==> src/rtl/mips_pkg.sv <==
// mips_pkg: shared MIPS constants, instruction field positions and opcodes
package mips_pkg;
    localparam logic [31:0] NOP = 32'h0000_0000;
    localparam int OP_HI    = 31;
    localparam int OP_LO    = 26;
    localparam int RS_HI    = 25;
    localparam int RS_LO    = 21;
    localparam int RT_HI    = 20;
    localparam int RT_LO    = 16;
    localparam int RD_HI    = 15;
    localparam int RD_LO    = 11;
    localparam int SHAMT_HI = 10;
    localparam int SHAMT_LO = 6;
    localparam int FUNCT_HI = 5;
    localparam int FUNCT_LO = 0;
    localparam int IMM_HI   = 15;
    localparam int IMM_LO   = 0;
    localparam int JADDR_HI = 25;
    localparam int JADDR_LO = 0;
    localparam logic [5:0] OP_LW    = 6'h23;
    localparam logic [5:0] OP_BEQ   = 6'h04;
    localparam logic [5:0] OP_J     = 6'h02;
    localparam logic [5:0] OP_RTYPE = 6'h00;
endpackage

==> src/rtl/ins_predecode.sv <==
// ins_predecode: combinational split of a MIPS instruction into its fields
module ins_predecode
    import mips_pkg::*;
(
    input  logic [31:0] ins,
    output logic [5:0]  opcode,
    output logic [4:0]  rs,
    output logic [4:0]  rt,
    output logic [4:0]  rd,
    output logic [4:0]  shamt,
    output logic [5:0]  funct,
    output logic [31:0] imm_sext,
    output logic [25:0] jaddr
);
    assign opcode   = ins[OP_HI:OP_LO];
    assign rs       = ins[RS_HI:RS_LO];
    assign rt       = ins[RT_HI:RT_LO];
    assign rd       = ins[RD_HI:RD_LO];
    assign shamt    = ins[SHAMT_HI:SHAMT_LO];
    assign funct    = ins[FUNCT_HI:FUNCT_LO];
    // branch-offset <<2 is left to the consumer
    assign imm_sext = {{16{ins[IMM_HI]}}, ins[IMM_HI:IMM_LO]};
    assign jaddr    = ins[JADDR_HI:JADDR_LO];
endmodule

==> src/rtl/if_id_reg.sv <==
// if_id_reg: IF/ID pipeline register with stall, flush, predecode and perf counters
module if_id_reg
    import mips_pkg::*;
#(
    parameter int CNT_W = 32
) (
    input  logic             CLK,
    input  logic             RST,
    input  logic [31:0]      NEXT_INS_ADR_IN,
    input  logic [31:0]      CUR_INS_IN,
    input  logic             STALL,
    input  logic             FLUSH,
    output logic [31:0]      NEXT_INS_ADR,
    output logic [31:0]      CUR_INS,
    output logic             VALID,
    output logic [5:0]       OPCODE,
    output logic [4:0]       RS,
    output logic [4:0]       RT,
    output logic [4:0]       RD,
    output logic [4:0]       SHAMT,
    output logic [5:0]       FUNCT,
    output logic [31:0]      IMM_SEXT,
    output logic [25:0]      JADDR,
    output logic [CNT_W-1:0] CNT_FETCH,
    output logic [CNT_W-1:0] CNT_STALL,
    output logic [CNT_W-1:0] CNT_FLUSH
);
    always_ff @(posedge CLK) begin
        if (RST) begin
            NEXT_INS_ADR <= '0;
            CUR_INS      <= NOP;
            VALID        <= 1'b0;
            CNT_FETCH    <= '0;
            CNT_STALL    <= '0;
            CNT_FLUSH    <= '0;
        end else if (FLUSH) begin
            NEXT_INS_ADR <= '0;
            CUR_INS      <= NOP;
            VALID        <= 1'b0;
            CNT_FLUSH    <= CNT_FLUSH + CNT_W'(1);
        end else if (STALL) begin
            CNT_STALL    <= CNT_STALL + CNT_W'(1);
        end else begin
            NEXT_INS_ADR <= NEXT_INS_ADR_IN;
            CUR_INS      <= CUR_INS_IN;
            VALID        <= 1'b1;
            CNT_FETCH    <= CNT_FETCH + CNT_W'(1);
        end
    end

    // decode from the register so fields can never lag CUR_INS
    ins_predecode u_dec (
        .ins      (CUR_INS),
        .opcode   (OPCODE),
        .rs       (RS),
        .rt       (RT),
        .rd       (RD),
        .shamt    (SHAMT),
        .funct    (FUNCT),
        .imm_sext (IMM_SEXT),
        .jaddr    (JADDR)
    );
endmodule

==> config.mk <==
export PLATFORM = sky130hd
export DESIGN_NAME = if_id_reg
export DESIGN_NICKNAME = d
export VERILOG_FILES = /design/src/rtl/mips_pkg.sv /design/src/rtl/ins_predecode.sv /design/src/rtl/if_id_reg.sv
export SDC_FILE = /design/constraint.sdc
export NUM_CORES = 1
export LEC_CHECK = 0
export ABC_AREA = 1
export CAP_MARGIN = 30
export CORE_ASPECT_RATIO = 0.75
export CORE_MARGIN = 8
export CORE_UTILIZATION = 44
export DETAILED_ROUTE_END_ITERATION = 10
export PLACE_DENSITY = 0.81
export SLEW_MARGIN = 15
export SYNTH_ARGS = -nofsm -noshare
export SYNTH_HDL_FRONTEND = slang
export SYNTH_SLANG_ARGS = --single-unit
==> constraint.sdc <==
create_clock -name CLK -period 1.5 [get_ports CLK]
set_input_delay 0.3 -clock CLK [delete_from_list [all_inputs] [get_ports CLK]]
set_output_delay 0.3 -clock CLK [all_outputs]
set_load 0.01 [all_outputs]
==> metrics.cfg <==
[cells_and_area]
multiInputGateArea_sq_um = 3772
drive_above_1_share_pct = 18.23
fillers = 1571
layout.nets = 1528
area_delta_synth_final_pct = 49.96
seqCellArea_sq_um = 3307
final_cell_area_sq_um = 11920

[floorplan]
initial_utilization_pct = 45.00
core_area_sq_um = 17660
die_h_microns = 132.4
pin_count = 319
die_area_sq_um = 22660
rows = 42
dieWidth_microns = 171.2

[power_and_ir_drop]
netSwitchingFraction_pct = 24.29
pwr-share-comb_pct = 8.9
power.internal_mw = 7.415
p_leak_nw = 5.591
ir_drop_v = 0.0006319
power_switching_mw = 2.379
pwr-share-clk_pct = 46.2
power_density_nw_per_um2 = 821.9
p_seq_share_pct = 45.0

[worst_setup_path]
worst_ep_arrival_time_ns = 1.78
slowest_stage = dfxtp_4
path_class = reg -> reg
r2r_start = CNT_STALL[0]
crit_path_end_kind = flip-flop
slowest_delay_ns = 0.38
critPathBufInv = 0
r2r_cells = 7
worstPathRequired_ns = 1.81
cp_cell_sequence = ha_4 -> nand3_4 -> nor2_4 -> nand3_4 -> nor2_4 -> nand2_1 -> and3_1
cp_max_fo = 5
cp.depth = 7
startpoint = CNT_STALL[0]
ff2ff_setup_slack_ns = 0.03
reg2reg_to = CNT_STALL[14]
cp_top_family = simple AND/OR/NAND/NOR gates
crit_path_start_kind = flip-flop
worstSetupEndpoint = CNT_STALL[14]

[route]
routed_wl_microns = 28930
vias = 8571
drc_errors = 0
via_per_inst = 5.001
avgRoutedWirePerCell_microns = 16.88
ant_nets = 0
drtPass1Iterations = 5
drt_iter0_drc = 617

[yosys]
netlist_instances = 1158
ys_seq_elements = 161
syn_area_sq_um = 7946
synth.distinct_cells = 33
synth_flop_cell = dfxtp_1
synth.avg_cell_area_sq_um = 6.862
synth_warnings = 0
async_flop_share_pct = 0
ys_seq_area_share_pct = 40.56
synth_fp_nets = 1229
synth_edf_count = 0

[clock_tree]
numCtsBuffers = 17
cts_root_buf = clkbuf_16
cts_tree = built
path_clk_slew_ns = 0.06
cts.sinks = 161
cts_buffer_depth = 2
h-tree-depth = 4
clock_latency_ns = 0.43
holdBufCountCts = 0

[grt]
antenna_found_initial = 2
first_global_vias = 7830
grt_start_max_net_pins = 66
grt_overflow = 0
grt_pass1_wl_microns = 43180
grt_usage_pct = 23.78

[sta]
fmax_mhz = 679.7
rsz0062_at_grt = yes
fin_crit_ns = 1.471
finClkSkew_ns = 0.01789
fin_ws_ns = 0.02867
setup_viol = 0
setup_tns_ns = 0
finalHoldViolCount = 0
slew_headroom_pct = 57.33
worst_pin_slew_ns = 0.6401
drv_slew = 0
period_share_pct = 98.09

[placed_design]
gp_congestion = 0.9205
numPortBuffers = 318
dpl_cell_area_sq_um = 11280
dp_hpwl_microns = 21930
place_ws_ns = -0.3961

[job]
drv_cap = 0

[worst_hold_path]
hp-class = in -> reg

[status]
outcome = finished clean

## layout make-up
cell class	count	area share (%)
Timing Repair Buffer	402	29.77
Clock buffer	17	3.570
Tap cell	242	2.541
Sequential cell	161	27.75
Multi-Input combinational cell	776	31.66
Antenna cell	2	0.04200
Clock inverter	15	1.533
Inverter	99	3.139
## synthesized netlist by cell type, types with 2 or more instances
cell type	count	area (sq um)
a21oi_1	113	565.5
and3_1	3	18.77
buf_1	15	56.30
buf_2	4	20.02
buf_4	90	675.7
clkbuf_1	13	48.80
dfxtp_1	161	3223
ha_1	3	37.54
inv_1	97	364.1
inv_2	2	7.510
nand2_1	307	1152
nand3_1	64	320.3
nand3_2	3	30.03
nand3b_1	2	15.01
nand4_1	22	137.6
nor2_1	157	589.3
nor2_2	12	75.07
nor2_4	6	67.56
nor3_1	21	105.1
nor3b_1	3	22.52
o21a_1	4	30.03
o21ai_0	27	135.1
o21ai_1	2	10.01
o21bai_1	2	15.01
xnor2_1	8	70.07
xor2_1	10	87.58
## cell usage in the layout (no fill, tap or decap), types with 8 or more instances in the layout
| cell type | n |
|---|---|
| inv_1 | 96 |
| clkdlybuf4s15_1 | 15 |
| a21oi_1 | 113 |
| nand4_1 | 22 |
| xnor2_1 | 8 |
| o21ai_0 | 25 |
| xor2_1 | 10 |
| buf_4 | 79 |
| nor2_2 | 18 |
| clkbuf_16 | 17 |
| nand3_1 | 59 |
| nor2_1 | 138 |
| nor2_4 | 19 |
| dlygate4sd2_1 | 208 |
| clkbuf_2 | 14 |
| dfxtp_2 | 52 |
| nand2_1 | 302 |
| clkdlybuf4s50_1 | 64 |
| clkdlybuf4s15_2 | 13 |
| dfxtp_1 | 104 |
| nor3_1 | 17 |
## kinds of logic after synthesis
kind of cell / after synthesis / synth area share [%]
compound gates: 148 / 9.510
fa+ha+maj: 3 / 0.4724
flops: 161 / 40.56
buf+inv: 221 / 14.75
xor+xnor: 18 / 1.984
simple gates: 607 / 32.72
## worst register-to-register path: stages (launching register included)
cell	delay [ns]
dfxtp_4	0.38
ha_4	0.15
nand3_4	0.08
nor2_4	0.19
nand3_4	0.16
nor2_4	0.19
nand2_1	0.06
and3_1	0.17
## power groups by stage
stage	registers (mW)	clock network [mW]	logic, mW
global placement	4.50	0	0.928
finish	4.40	4.52	0.867
detailed placement	4.50	0	0.944
floorplan	4.53	0	0.387
CTS	4.40	4.61	0.859
global route	4.41	4.80	0.931
## state kept, by name (all words and copies together) (netlist names)
register and flops:
CNT_FETCH 32, CNT_FLUSH 32, CNT_STALL 32, CUR_INS 32, NEXT_INS_ADR 32, VALID 1
## worst min path at each step
stage                            start                to  slack, ns  depth (start not counted)
finish                             RST  NEXT_INS_ADR[26]       0.32                          4
CTS                                RST  NEXT_INS_ADR[26]       0.32                          4
global placement       NEXT_INS_ADR[5]   NEXT_INS_ADR[5]       0.44                          2
detailed placement    NEXT_INS_ADR[13]  NEXT_INS_ADR[13]       0.45                          2
global route                       RST  NEXT_INS_ADR[26]       0.33                          4
floorplan           NEXT_INS_ADR_IN[6]   NEXT_INS_ADR[6]       0.44                          2
## routing by layer
metal / wire (microns) / global-route usage (%) / share of wire [%]
met1: 11740 / 28.67 / 41
met2: 13960 / 39.80 / 48
met3: 2630 / 7.062 / 9.1
met4: 593 / 7.614 / 2.0
met5: 0 / 0 / 0
## metrics by stage
stage | hold WS [ns] | instances | power [mW] | util, %
after floorplan | 0.4437 | 1158 | 4.915 | -
after global placement | 0.4423 | 1677 | 5.425 | 63.89
after detailed placement | 0.4541 | 1677 | 5.447 | 63.89
after CTS | 0.3184 | 1709 | 9.868 | 66.24
after global routing | 0.3311 | 1714 | 10.14 | 67.49
final | 0.3233 | 1714 | 9.794 | 67.49
## repair_timing
action / 4_1_cts / 5_1_grt
setup endpoints to repair: 264 / 103
gates cloned: 0 / 1
resized for setup: 336 / 107
pin swaps: 0 / 11
buffers inserted: 0 / 2
endpoints found under the hold margin: 0 / 0
No activity file was read; power rests on OpenSTA's default activity.
